File: src/rtl/wb_seq.sv
// wb_seq: write-back sequencer. Buffers up to DEPTH result sets of NCH
// channel words and writes them one word per granted cycle into a
// single-port RAM at consecutive addresses from a loadable write pointer.
// Optional build macro: WB_SIGN_EXT_EN sign-extends each channel word to
// RAMW bits; without it the upper bits are zero.
module wb_seq #(
    parameter int NCH   = 4,
    parameter int DW    = 18,
    parameter int RAMW  = 32,
    parameter int AW    = 8,
    parameter int DEPTH = 2
) (
    input  logic              clk,
    input  logic              rst,
    input  logic              in_valid,
    output logic              in_ready,
    input  logic [NCH*DW-1:0] in_data,
    input  logic              base_load,
    input  logic [AW-1:0]     base_addr,
    input  logic              ram_gnt,
    output logic              ram_en,
    output logic [AW-1:0]     ram_addr,
    output logic [RAMW-1:0]   ram_wdata,
    output logic              busy,
    output logic              done
);
    localparam int CW = $clog2(NCH);
    localparam int PW = (DEPTH > 1) ? $clog2(DEPTH) : 1;
    localparam int NW = $clog2(DEPTH + 1);

    typedef enum logic {IDLE, WRITE} state_t;

    state_t                  state;
    logic [NCH*DW-1:0]       mem [DEPTH];
    logic [PW-1:0]           rd_ptr, wr_ptr;
    logic [NW-1:0]           count;
    logic [CW-1:0]           idx;
    logic [AW-1:0]           wptr;
    logic                    push, commit, last, pop;

    function automatic logic [RAMW-1:0] widen(input logic [DW-1:0] w);
`ifdef WB_SIGN_EXT_EN
        return RAMW'($signed(w));
`else
        return RAMW'(w);
`endif
    endfunction

    function automatic logic [RAMW-1:0] chan_word(input logic [NCH*DW-1:0] set,
                                                  input logic [CW-1:0] c);
        return widen(set[int'(c)*DW +: DW]);
    endfunction

    function automatic logic [PW-1:0] ptr_inc(input logic [PW-1:0] p);
        return (p == PW'(DEPTH - 1)) ? '0 : p + 1'b1;
    endfunction

    // No pop bypass: a full buffer refuses a set even while it drains.
    assign in_ready = (count != NW'(DEPTH));
    assign push     = in_valid && in_ready;
    assign commit   = ram_en && ram_gnt;
    assign last     = (idx == CW'(NCH - 1));
    assign pop      = commit && last;
    assign busy     = (state == WRITE) || (count != '0);

    // Set storage; every read is gated by count, so contents need no reset.
    always_ff @(posedge clk) begin
        if (push) mem[wr_ptr] <= in_data;
    end

    // Buffer bookkeeping, write FSM and registered RAM-side outputs.
    always_ff @(posedge clk or negedge rst) begin
        if (!rst) begin
            state     <= IDLE;
            rd_ptr    <= '0;
            wr_ptr    <= '0;
            count     <= '0;
            idx       <= '0;
            wptr      <= '0;
            ram_en    <= 1'b0;
            ram_addr  <= '0;
            ram_wdata <= '0;
            done      <= 1'b0;
        end else begin
            done  <= 1'b0;
            count <= count + NW'(push) - NW'(pop);
            if (push) wr_ptr <= ptr_inc(wr_ptr);
            case (state)
                IDLE: begin
                    if (count == '0) begin
                        // A set pushed in this same cycle starts at the new base.
                        if (base_load) wptr <= base_addr;
                    end else begin
                        state     <= WRITE;
                        idx       <= '0;
                        ram_en    <= 1'b1;
                        ram_addr  <= wptr;
                        ram_wdata <= chan_word(mem[rd_ptr], '0);
                    end
                end
                WRITE: begin
                    if (commit) begin
                        wptr <= wptr + 1'b1;
                        if (!last) begin
                            idx       <= idx + 1'b1;
                            ram_addr  <= wptr + 1'b1;
                            ram_wdata <= chan_word(mem[rd_ptr], idx + 1'b1);
                        end else begin
                            rd_ptr <= ptr_inc(rd_ptr);
                            idx    <= '0;
                            done   <= 1'b1;
                            // Only sets already stored continue without a gap;
                            // one arriving on this edge starts via IDLE.
                            if (count > NW'(1)) begin
                                ram_addr  <= wptr + 1'b1;
                                ram_wdata <= chan_word(mem[ptr_inc(rd_ptr)], '0);
                            end else begin
                                ram_en <= 1'b0;
                                state  <= IDLE;
                            end
                        end
                    end
                end
                default: state <= IDLE;
            endcase
        end
    end
endmodule

File: config.mk
export PLATFORM = sky130hd
export DESIGN_NAME = wb_seq
export DESIGN_NICKNAME = d
export VERILOG_FILES = /design/src/rtl/wb_seq.sv
export SDC_FILE = /design/constraint.sdc
export NUM_CORES = 1
export LEC_CHECK = 0
export BUFFER_PORTS_ARGS = -buffer_cell sky130_fd_sc_hd__buf_2
export CORE_ASPECT_RATIO = 0.75
export CORE_MARGIN = 5
export CORE_UTILIZATION = 55
export DETAILED_ROUTE_END_ITERATION = 12
export PLACE_DENSITY_LB_ADDON = 0.15
export SYNTH_ARGS = -nofsm -noshare
export SYNTH_HDL_FRONTEND = slang
export SYNTH_SLANG_ARGS = --single-unit
File: constraint.sdc
create_clock -name clk -period 6.9 [get_ports clk]
set_clock_uncertainty 0.1 [all_clocks]
set_input_delay 1.38 -clock clk [delete_from_list [all_inputs] [get_ports clk]]
set_output_delay 1.38 -clock clk [all_outputs]
set_load 0.02 [all_outputs]
[Word-level counts from Yosys, hierarchy flattened]
Memory sizes are Yosys's and may differ from the RTL's.
Index checks and enable logic that the tools add are counted.
Word-level totals
  RAM bits: 144
  input bits: 85
  output and inout port bits: 44
  latch bits: 0
  memory bits (read-only): 0
  memories kept: 1
  bits in registers: 57
Memories
  mem: words 2, width 72, read ports 2, clocked after Yosys merged registers in 0, wr ports 1, RTL line 34  | logic [NCH*DW-1:0] mem [DEPTH];
Cells by class
  add/sub/neg operators: 6
  muxes and demuxes: 35
  $lt $le $gt $ge: 1
  multiply operators: 1
  bitwise gates (word level): 1
  reductions and logical operators: 11
  equality and inequality tests: 9
  divide/modulo/power cells: 0
  shifts and indexed selects: 1
Operators with widths (count)
  two-way mux 32 bit: 4
  variable part select 72 x 8 -> 18 bit: 1
  one-hot mux 32 bit (2 select lines): 1
  two-way mux 8 bit: 7
  one-hot mux 8 bit (2 select lines): 2
  two-way mux 1 bit: 15
  inequality test 2 bit (second input constant): 5
  AND reduction 3 bit: 3
  adder 8 x 1 -> 8 bit (second input constant): 1
  multiplier 2 x 4 -> 6 bit (second input constant): 1
  two-way mux 2 bit: 3
  inequality test 2 x 1 -> 1 bit (second input constant): 2
  one-hot mux 1 bit (2 select lines): 2
  one-hot mux 2 bit (2 select lines): 1
  AND reduction 4 bit: 1
  logical AND 1 bit: 3
  inequality test 3 x 2 -> 1 bit (second input constant): 1
  adder 1 bit (second input constant): 2
  adder 2 x 1 -> 2 bit: 1
  adder 2 x 1 -> 2 bit (second input constant): 1
  equality test 2 bit (second input constant): 1
  greater-than comparator 2 x 1 -> 1 bit (second input constant): 1
  zero test 2 bit: 1
  AND reduction 2 bit: 1
  4 further kinds: 4

[Depth between registers and ports, before layout]
Gate-level depths: netlist (run 1).
An unclocked memory read counts as a cell.
  depth in word-level cells: 7
  gate-level depth with buffers: 7
  depth with buffers taken out: 6

[Least setup slack after synthesis (run 1)]
Ideal clock, no wire load.
  path kind: input to register
  start point: in in_valid
  end point: mem mem[0][0] in the netlist's numbering (enable)
  setup time: 0.503 ns
  slack: 1.799 ns
  data arrival time: 4.498 ns
  buffers on the path: 0
  cell stages on the path: 2
  cells stage by stage: nand2_1 -> nor2_1
Between the ends
  word-level cells in the longest chain between the ends: 3
RTL lines
  start, declared: RTL line 15  | input logic in_valid,
  logical AND 1 bit: RTL line 60  | assign push = in_valid && in_ready;
  two-way mux 1 bit: RTL line 68  | if (push) mem[wr_ptr] <= in_data;
  two-way mux 1 bit (not written as such): RTL line 68
  end, declared: RTL line 34
Every way passes these cells.

[Worst setup path after layout (run 1)]
  start point: reg state
  end point: out busy
Between the ends
  word-level cells in the longest chain between the ends: 1
RTL lines
  start, declared: RTL line 33  | state_t state;
  start signal, assigned: RTL line 74  | state <= IDLE;
  start signal, assigned: RTL line 94  | state <= WRITE;
  start signal, assigned: RTL line 119  | state <= IDLE;
  logical OR 1 bit: RTL line 64  | assign busy = (state == WRITE) || (count != '0);
  end, declared: RTL line 24  | output logic busy,
Every way passes these cells.

==> results of run 1 <==
## area by class of cell
| type | instances | area [sq um] |
|---|---|---|
| repair buffers | 116 | 586 |
| fillers | 1056 | 5120 |
| flip-flops and latches | 187 | 5410 |
| well taps | 200 | 250 |
| clock buffers | 19 | 433 |
| clock inverters | 13 | 181 |
| multi-input cells | 330 | 2510 |
| inverters | 3 | 11.3 |
## logic make-up after synthesis
| kind of cell | after synthesis |
|---|---|
| flip-flops | 187 |
| other | 1 |
| adder cells (fa/ha/maj) | 4 |
| AND/OR/NAND/NOR | 82 |
| XOR/XNOR | 12 |
| AO/OA/AOI/OAI | 118 |
| multiplexers | 100 |
| buffers and inverters | 57 |
## worst paths after layout
kind                             start             to  slack, ps  cells after the start
setup / recovery                 state           busy       2900                      2
max in group asynchronous          rst         rd_ptr       4970                      1
min in group asynchronous          rst    ram_addr[6]       1010                      1
hold reg to reg            ram_addr[3]    ram_addr[3]        400                      1
setup reg to reg                idx[0]  ram_wdata[12]       3730                      5
hold / removal             ram_addr[3]    ram_addr[3]        400                      1
## state kept, by name (all words and copies together) (netlist names)
| register | flops |
|---|---|
| wptr | 8 |
| wr_ptr | 1 |
| state | 1 |
| ram_wdata | 18 |
| ram_en | 1 |
| rd_ptr | 1 |
| idx | 2 |
| ram_addr | 8 |
| mem | 144 |
| count | 2 |
| done | 1 |
## power by group through the flow
| stage | sequential (mW) | combinational [mW] | clock [mW] |
|---|---|---|---|
| floorplan | 1.76 | 0.985 | 0 |
| global placement | 1.77 | 1.32 | 0 |
| detailed placement | 1.78 | 1.36 | 0 |
| CTS | 1.76 | 1.36 | 1.01 |
| global route | 1.80 | 1.47 | 1.06 |
| finish | 1.76 | 1.35 | 1.00 |
## worst reg2reg max path, cell delays in order, from the launching register on
cell and delay (ps):
dfrtp_1 470, ha_2 1150, and2_1 830, a221oi_1 190, a21oi_1 240, o2bb2ai_1 80
## through the flow
stage          setup WS (ps)  hold WS (ps)  util [%]  power (mW)  instances
2_1_floorplan           1800           361         -        2.75        574
3_3_place_gp            3420           385      60.5        3.09        836
3_5_place_dp            3290           392      60.5        3.14        836
4_1_cts                 2890           407      64.7        4.14        868
5_1_grt                 2730           414      64.7        4.33        868
6_report                2900           401      64.7        4.11        868
## routing by layer
metal,up-vias,track usage [%],part of all wire [%]
met5,-,0,0.078
met4,2,8.09,1.9
met3,26,4.38,6.0
met2,157,30.7,47
met1,2430,27.4,45
li1,2335,-,-
## synth_stat cells
library cell / count / area [sq um]
edfxtp_1: 144 / 4320
mux2i_1: 93 / 931
dfrtp_1: 43 / 1080
a21oi_1: 25 / 125
nand3_1: 23 / 115
o21ai_0: 21 / 105
buf_4: 20 / 150
nand2b_1: 20 / 125
a221oi_1: 18 / 158
a22oi_1: 18 / 135
o2bb2ai_1: 18 / 158
clkbuf_1: 17 / 63.8
buf_2: 11 / 55.1
xnor2_1: 10 / 87.6
nand2_1: 9 / 33.8
mux2_2: 7 / 78.8
nor2_1: 7 / 26.3
o22ai_1: 6 / 37.5
and3_1: 5 / 31.3
buf_6: 4 / 45.0
ha_1: 4 / 50.1
nand4_1: 4 / 25.0
a31oi_1: 3 / 18.8
inv_1: 3 / 11.3
nor2b_1: 3 / 18.8
a21oi_2: 2 / 17.5
a22o_1: 2 / 17.5
and2_1: 2 / 12.5
and4_1: 2 / 17.5
xor2_1: 2 / 17.5
a21o_1: 1 / 7.51
a31o_2: 1 / 8.76
buf_1: 1 / 3.75
clkbuf_2: 1 / 5.00
conb_1: 1 / 3.75
nand2_2: 1 / 6.26
nand2_4: 1 / 11.3
nand3b_1: 1 / 7.51
nor3_1: 1 / 5.00
nor3_2: 1 / 10.0
o21a_1: 1 / 7.51
o21ai_1: 1 / 5.00
o21bai_1: 1 / 7.51
or3_1: 1 / 6.26
or4b_4: 1 / 13.8
==> metrics.txt, run 1 <==
die area=0.0174 sq mm; Least-Margin Pin Slew=1190 ps; library cells used by synthesis=45; Top Family by Delay on Critical Path=flip-flops; largest net degree at the start of global routing=73; worst vdd ir=0.286 mV; Final period util=58.0%; clock root buffer=clkbuf_16; Via density=5.70; # setup viols final=0; Seq/Total Area, Yosys=66.0%; critical path class=reg2out; initial drt markers=342; first-pass GRT wire length=25.7 mm; CP Capture Type=output port; CTS sink count=187; largest family of logic cells by synthesized area=multiplexers; Sw Ratio=34.6%; worst min path class=reg2reg; layout cells sized above 1=25.1%; vias in the first global route=4,945; hpwl dp=10.6 mm; Fin. Hold Viols=0; vias=4,950; Synth Area in XOR/XNOR=1.29%; Final #Nets=744; Routed Antenna Nets=0; post-route cell area=0.00938 sq mm; status=finished, final reports clean; Worst-path clk slew=70 ps; MaxCap Viol Count=0; setup TNS=0 ps; Layout area overhead=14.7%; P_sw=1.42 mW; final critical-path required period=4000 ps; placed inst area=0.00877 sq mm; Cell Pwr Density=439 mW/mm^2; cts repair resizes=0; clock share of power=24.3%; FP Rows=38; GRT Total Usage=19.8%; fmax=0.250 GHz; drt total wl=16.6 mm; Mapped Cells=561; DR DRC count=0; Post-Synth Simple-Gate Area=5.69%; post-CTS setup repair buffer count=0; num ports=129; commonest cells after routing, fill and taps aside=edfxtp_1, buf_2, mux2i_1; Seq cells post-synth=187; Syn Area/Cell=14.6 sq um; initial antenna violation count=1; drt pass-1 iters=5; CP max stage cell=dfrtp_2; Bufs and invs on worst path=1; Port Buffers=114; Logic pwr share=32.9%; synth warn=0; Horiz. Die Dim=151 um; die extent in y=116 um; CP cell instances=or3_1 -> buf_2; crit path launch type=flip-flop; DR WL/cell=19.1 um; CTS Buffer Depth=2; leakage=3.64 nW; ant diodes=0; compound-gate portion of the synthesized area=9.89%; Crit Path Max Fanout=62; TritonCTS clock tree=yes; internal power=2.69 mW; RD Place Congestion=0.803; Mapped Area=0.00818 sq mm; H-Tree Depth=4; Worst Path Required=5420 ps; Post-Synth Adder-Cell Area=0.612%; share of power burned in registers=42.8%; Starting Density=56.4%; Slew Limit Fails=0; commonest non-fill, non-tap cell in the layout=edfxtp_1; CP max stage delay=1000 ps; # hold bufs at CTS=0; TritonCTS buffer count=17; CP arrival=2520 ps; mux cell area share after synthesis=12.3%; total gr overflow=0; Max-slew headroom=20.8%; core area=0.0145 sq mm; worst skew pair latency=430 ps; RSZ-0062 raised after global routing=false
Power figures use the tool's default switching activity.
==> inputs of run 2 (changes only) <==
--- a/config.mk
+++ b/config.mk
@@ -8,7 +8,7 @@
 export BUFFER_PORTS_ARGS = -buffer_cell sky130_fd_sc_hd__buf_2
 export CORE_ASPECT_RATIO = 0.75
 export CORE_MARGIN = 5
-export CORE_UTILIZATION = 55
+export CORE_UTILIZATION = 51
 export DETAILED_ROUTE_END_ITERATION = 12
 export PLACE_DENSITY_LB_ADDON = 0.15
 export SYNTH_ARGS = -nofsm -noshare
==> constraint.sdc (replaced) <==
create_clock -name clk -period 3.5 [get_ports clk]
set_clock_uncertainty 0.1 [all_clocks]
set_input_delay 0.7 -clock clk [delete_from_list [all_inputs] [get_ports clk]]
set_output_delay 0.7 -clock clk [all_outputs]
set_load 0.02 [all_outputs]
==> run 2 against run 1 <==
Critical path type unchanged. Critical endpoint unchanged. Clock-buffer cell count shrank 1. Largest cell class unchanged. Largest power group unchanged. Utilization is 4.9 points lower. Routed wire length grew 11%. Clock power up 100%. Worst setup slack got worse by 2100 ps.
==> metrics.txt, run 2 (synthesized netlist as in run 1, its figures left out) <==
vias=5,111; CP Capture Type=output port; gr busiest metal=met2; Least-Margin Pin Slew=1040 ps; MaxCap Viol Count=0; placed inst area=0.00886 sq mm; worst min path class=in2async; Slew Limit Fails=0; drt pass-1 iters=5; met3 Use GR=5.16%; Starting Density=51.5%; crit path launch type=flip-flop; largest net degree at the start of global routing=73; Final WS setup=756 ps; leakage=3.69 nW; ant diodes=0; fmax=0.364 GHz; Place WS=922 ps; cts repair resizes=0; worst skew pair latency=420 ps; Routed Antenna Nets=0; Horiz. Die Dim=156 um; Largest register FFs=144; Reg with most FFs=mem; TritonCTS buffer count=17; CP arrival=1940 ps; FP Rows=40; worst vdd ir=0.600 mV; # setup viols final=0; core area=0.0159 sq mm; DR WL/cell=20.8 um; initial antenna violation count=0; total gr overflow=0; critical path class=reg2out; Fin. Hold Viols=0; Crit Path Max Fanout=13; num ports=129; commonest non-fill, non-tap cell in the layout=edfxtp_1; Port Buffers=114; Worst-path clk slew=70 ps; Final period util=78.4%; die extent in y=120 um; post-route insts no fill=887; met1 usage=27.7%; Worst Path Required=2700 ps; Cell Pwr Density=865 mW/mm^2; layout cells sized above 1=26.4%; Fin Hold WS=272 ps; drt total wl=18.5 mm; vias in the first global route=5,090; Max-slew headroom=30.6%; DR DRC count=0; clock root buffer=clkbuf_16; Via density=5.76; Top Registers=mem (144), ram_wdata (18); post-CTS setup repair buffer count=0; CTS sink count=187; die area=0.0187 sq mm; setup TNS=0 ps; TritonCTS clock tree=yes; RD Place Congestion=0.751; Layout area overhead=16.0%; GRT Total Usage=19.8%; CTS Buffer Depth=2; first-pass GRT wire length=28.2 mm; Final #Nets=753; H-Tree Depth=4; initial drt markers=416; # hold bufs at CTS=0; hpwl dp=11.8 mm; post-route cell area=0.00948 sq mm; commonest cells after routing, fill and taps aside=edfxtp_1, buf_2, mux2i_1; RSZ-0062 raised after global routing=false; status=finished, final reports clean; final critical-path required period=2740 ps; dpl cells=855; met2 global-route usage=31.1%
==> run 2: changes by cell type in the layout (fill, tap and decap cells not counted) <==
cell / delta
clkinv_8: -1
buf_4: +8
clkinv_4: -1
bufinv_16: +1
buf_12: +1
inv_6: -2
clkinvlp_4: +1
nor2_1: -1
clkinv_2: +3
clkbuf_1: -1
nor2_2: +1
==> run 2: layout make-up <==
class,count,area (sq um)
clock buffer,18,429
fill,1220,6380
tap,210,263
timing repair buffer,125,666
multi-input combinational,330,2520
sequential,187,5410
inverter,3,11.3
clock inverter,14,191
==> run 2: final timing paths <==
| path | startpoint | endpoint | slack [ps] | cells past startpoint |
|---|---|---|---|---|
| min in group clk | in_data[18] | mem[1][18] | 360 | 1 |
| worst max-delay path | count[1] | busy | 760 | 3 |
| worst min-delay path | rst | ram_addr[0] | 270 | 1 |
| worst max register to register | idx[0] | ram_wdata[12] | 920 | 5 |
| worst min register to register | ram_wdata[14] | ram_wdata[14] | 400 | 1 |
| max in group asynchronous | rst | ram_wdata[6] | 2310 | 2 |
==> run 2: critical path, cell delays in order (launching register included) <==
cell and delay (ps):
dfrtp_1 480, or3_1 550, buf_4 300, buf_2 180
==> run 2: power by group <==
| group | total [mW] | switching, mW | internal [mW] |
|---|---|---|---|
| sequential | 3.44 | 0.399 | 3.05 |
| combinational | 2.73 | 1.60 | 1.13 |
| clock | 2.02 | 0.824 | 1.20 |
==> run 2: routing by layer <==
layer	part of all wire (%)	wire length, um	vias to the layer above
li1	-	-	2345
met1	45	8250	2553
met2	47	8640	193
met3	7.2	1330	20
met4	1.4	252	0
met5	0	0	-
==> run 2: through the flow <==
stage          power, mW  utilization (%)
2_1_floorplan       5.40                -
3_3_place_gp        6.11             55.9
3_5_place_dp        6.22             55.9
4_1_cts             8.25             59.8
5_1_grt             8.61             59.8
6_report            8.20             59.8
==> inputs of run 3 (changes only) <==
--- a/config.mk
+++ b/config.mk
@@ -8,7 +8,7 @@
 export BUFFER_PORTS_ARGS = -buffer_cell sky130_fd_sc_hd__buf_2
 export CORE_ASPECT_RATIO = 0.75
 export CORE_MARGIN = 5
-export CORE_UTILIZATION = 51
+export CORE_UTILIZATION = 55
 export DETAILED_ROUTE_END_ITERATION = 12
 export PLACE_DENSITY_LB_ADDON = 0.15
 export SYNTH_ARGS = -nofsm -noshare
==> constraint.sdc (replaced) <==
create_clock -name clk -period 2.6 [get_ports clk]
set_clock_uncertainty 0.1 [all_clocks]
set_input_delay 0.52 -clock clk [delete_from_list [all_inputs] [get_ports clk]]
set_output_delay 0.52 -clock clk [all_outputs]
set_load 0.02 [all_outputs]
==> run 3 against run 2 <==
Power up 32%. Utilization up 5.6 points. Largest power group unchanged. Routed wire length down 3.3%. Sequential share of layout area up 0.060 points.
==> metrics.txt, run 3 (synthesized netlist as in run 1, its figures left out) <==
Final period util=94.4%; final core occ=65.3%; Port Buffers=114; commonest non-fill, non-tap cell in the layout=edfxtp_1; Fillers=1,042; RSZ-0062 raised after global routing=false; Least-Margin Pin Slew=988 ps; first-pass GRT wire length=27.7 mm; hpwl dp=11.7 mm; CP cell instances=or3_1 -> buf_2; die extent in y=116 um; CTS sink count=187; ant diodes=0; Top Registers=mem (144), ram_wdata (18); Worst Path Required=1980 ps; core area=0.0145 sq mm; crit path launch type=flip-flop; worst min path class=in2async; num ports=129; final critical-path required period=2460 ps; Crit Path Max Fanout=13; drt pass-1 iters=4; fmax=0.407 GHz; CP max stage cell=or3_1; Fin. Hold Viols=0; commonest cells after routing, fill and taps aside=edfxtp_1, buf_2, mux2i_1; FP Rows=38; drt total wl=17.9 mm; Horiz. Die Dim=151 um; worst skew pair latency=430 ps; Worst R2R Path Depth=5; Max-slew headroom=33.8%; Cell Pwr Density=1140 mW/mm^2; CP arrival=1840 ps; total gr overflow=0; Place WS=262 ps; CP Capture Type=output port; cts repair resizes=0; Final WS setup=145 ps; Routed Antenna Nets=0; met3 Use GR=4.26%; Slew Limit Fails=0; # setup viols final=0; clock root buffer=clkbuf_16; largest net degree at the start of global routing=61; DR DRC count=0; MaxCap Viol Count=0; Layout area overhead=15.9%; layout cells sized above 1=27.2%; leakage=3.70 nW; post-CTS setup repair buffer count=0; Sequential Area=0.00541 sq mm; TritonCTS clock tree=yes; critical path class=reg2out; Largest register FFs=144; GRT Total Usage=21.0%; status=finished, final reports clean; die area=0.0174 sq mm; met1 usage=28.4%; RD Place Congestion=0.833; Via density=5.87; Starting Density=56.4%; vias=5,184; # hold bufs at CTS=0; CTS Buffer Depth=2; CP max stage delay=640 ps; Reg with most FFs=mem; initial drt markers=371; area of the multi-input gates=0.00252 sq mm; initial antenna violation count=0; H-Tree Depth=4; DR WL/cell=20.2 um; worst vdd ir=0.690 mV; Final #Nets=759; Worst-path clk slew=70 ps; Fin Hold WS=1.84 ps; gr busiest metal=met2; TritonCTS buffer count=17; setup TNS=0 ps; vias in the first global route=5,265; met2 global-route usage=33.6%
## run 3: path summary, 6_finish.rpt
path | startpoint | end | slack [ps]
max | count[1] | busy | 140
min | rst | wptr[5] | 2
max reg2reg | idx[0] | ram_wdata[13] | 220
min reg2reg | ram_addr[5] | ram_addr[5] | 400
max in group asynchronous | rst | rd_ptr | 1780
min in group clk | in_data[38] | mem[0][38] | 170
## run 3: cell type report
cell class,instances,share of cell area (%)
clock inverter,15,1.35
multi-input combinational,330,26.6
timing repair buffer,131,7.77
sequential,187,57.1
inverter,3,0.119
clock buffer,17,4.49
tap,200,2.64
## run 3: per-layer routing
layer | up-vias | share of wire [%] | wire, um
met5 | - | 0 | 0
met4 | 0 | 1.7 | 297
met3 | 30 | 6.2 | 1100
met2 | 191 | 49 | 8750
met1 | 2601 | 43 | 7720
li1 | 2362 | - | -
## run 3: per-stage QoR
stage / power [mW] / instances / area, sq um
floorplan: 7.26 / 574 / 8230
global placement: 8.27 / 851 / 8920
detailed placement: 8.43 / 851 / 8920
CTS: 10.9 / 883 / 9470
global route: 11.4 / 883 / 9470
finish: 10.8 / 883 / 9470
## run 3: power breakdown
group | switching (mW) | total [mW] | internal (mW)
clock | 1.19 | 2.45 | 1.26
sequential | 0.383 | 4.47 | 4.09
combinational | 2.35 | 3.92 | 1.58
total | 3.92 | 10.8 | 6.93
## run 3: critical path, delay by kind of cell, from the launching register on
| family | cells | cell delay [ps] |
|---|---|---|
| and+or+nand+nor | 1 | 640 |
| DFF | 1 | 490 |
| buffers and inverters | 1 | 280 |
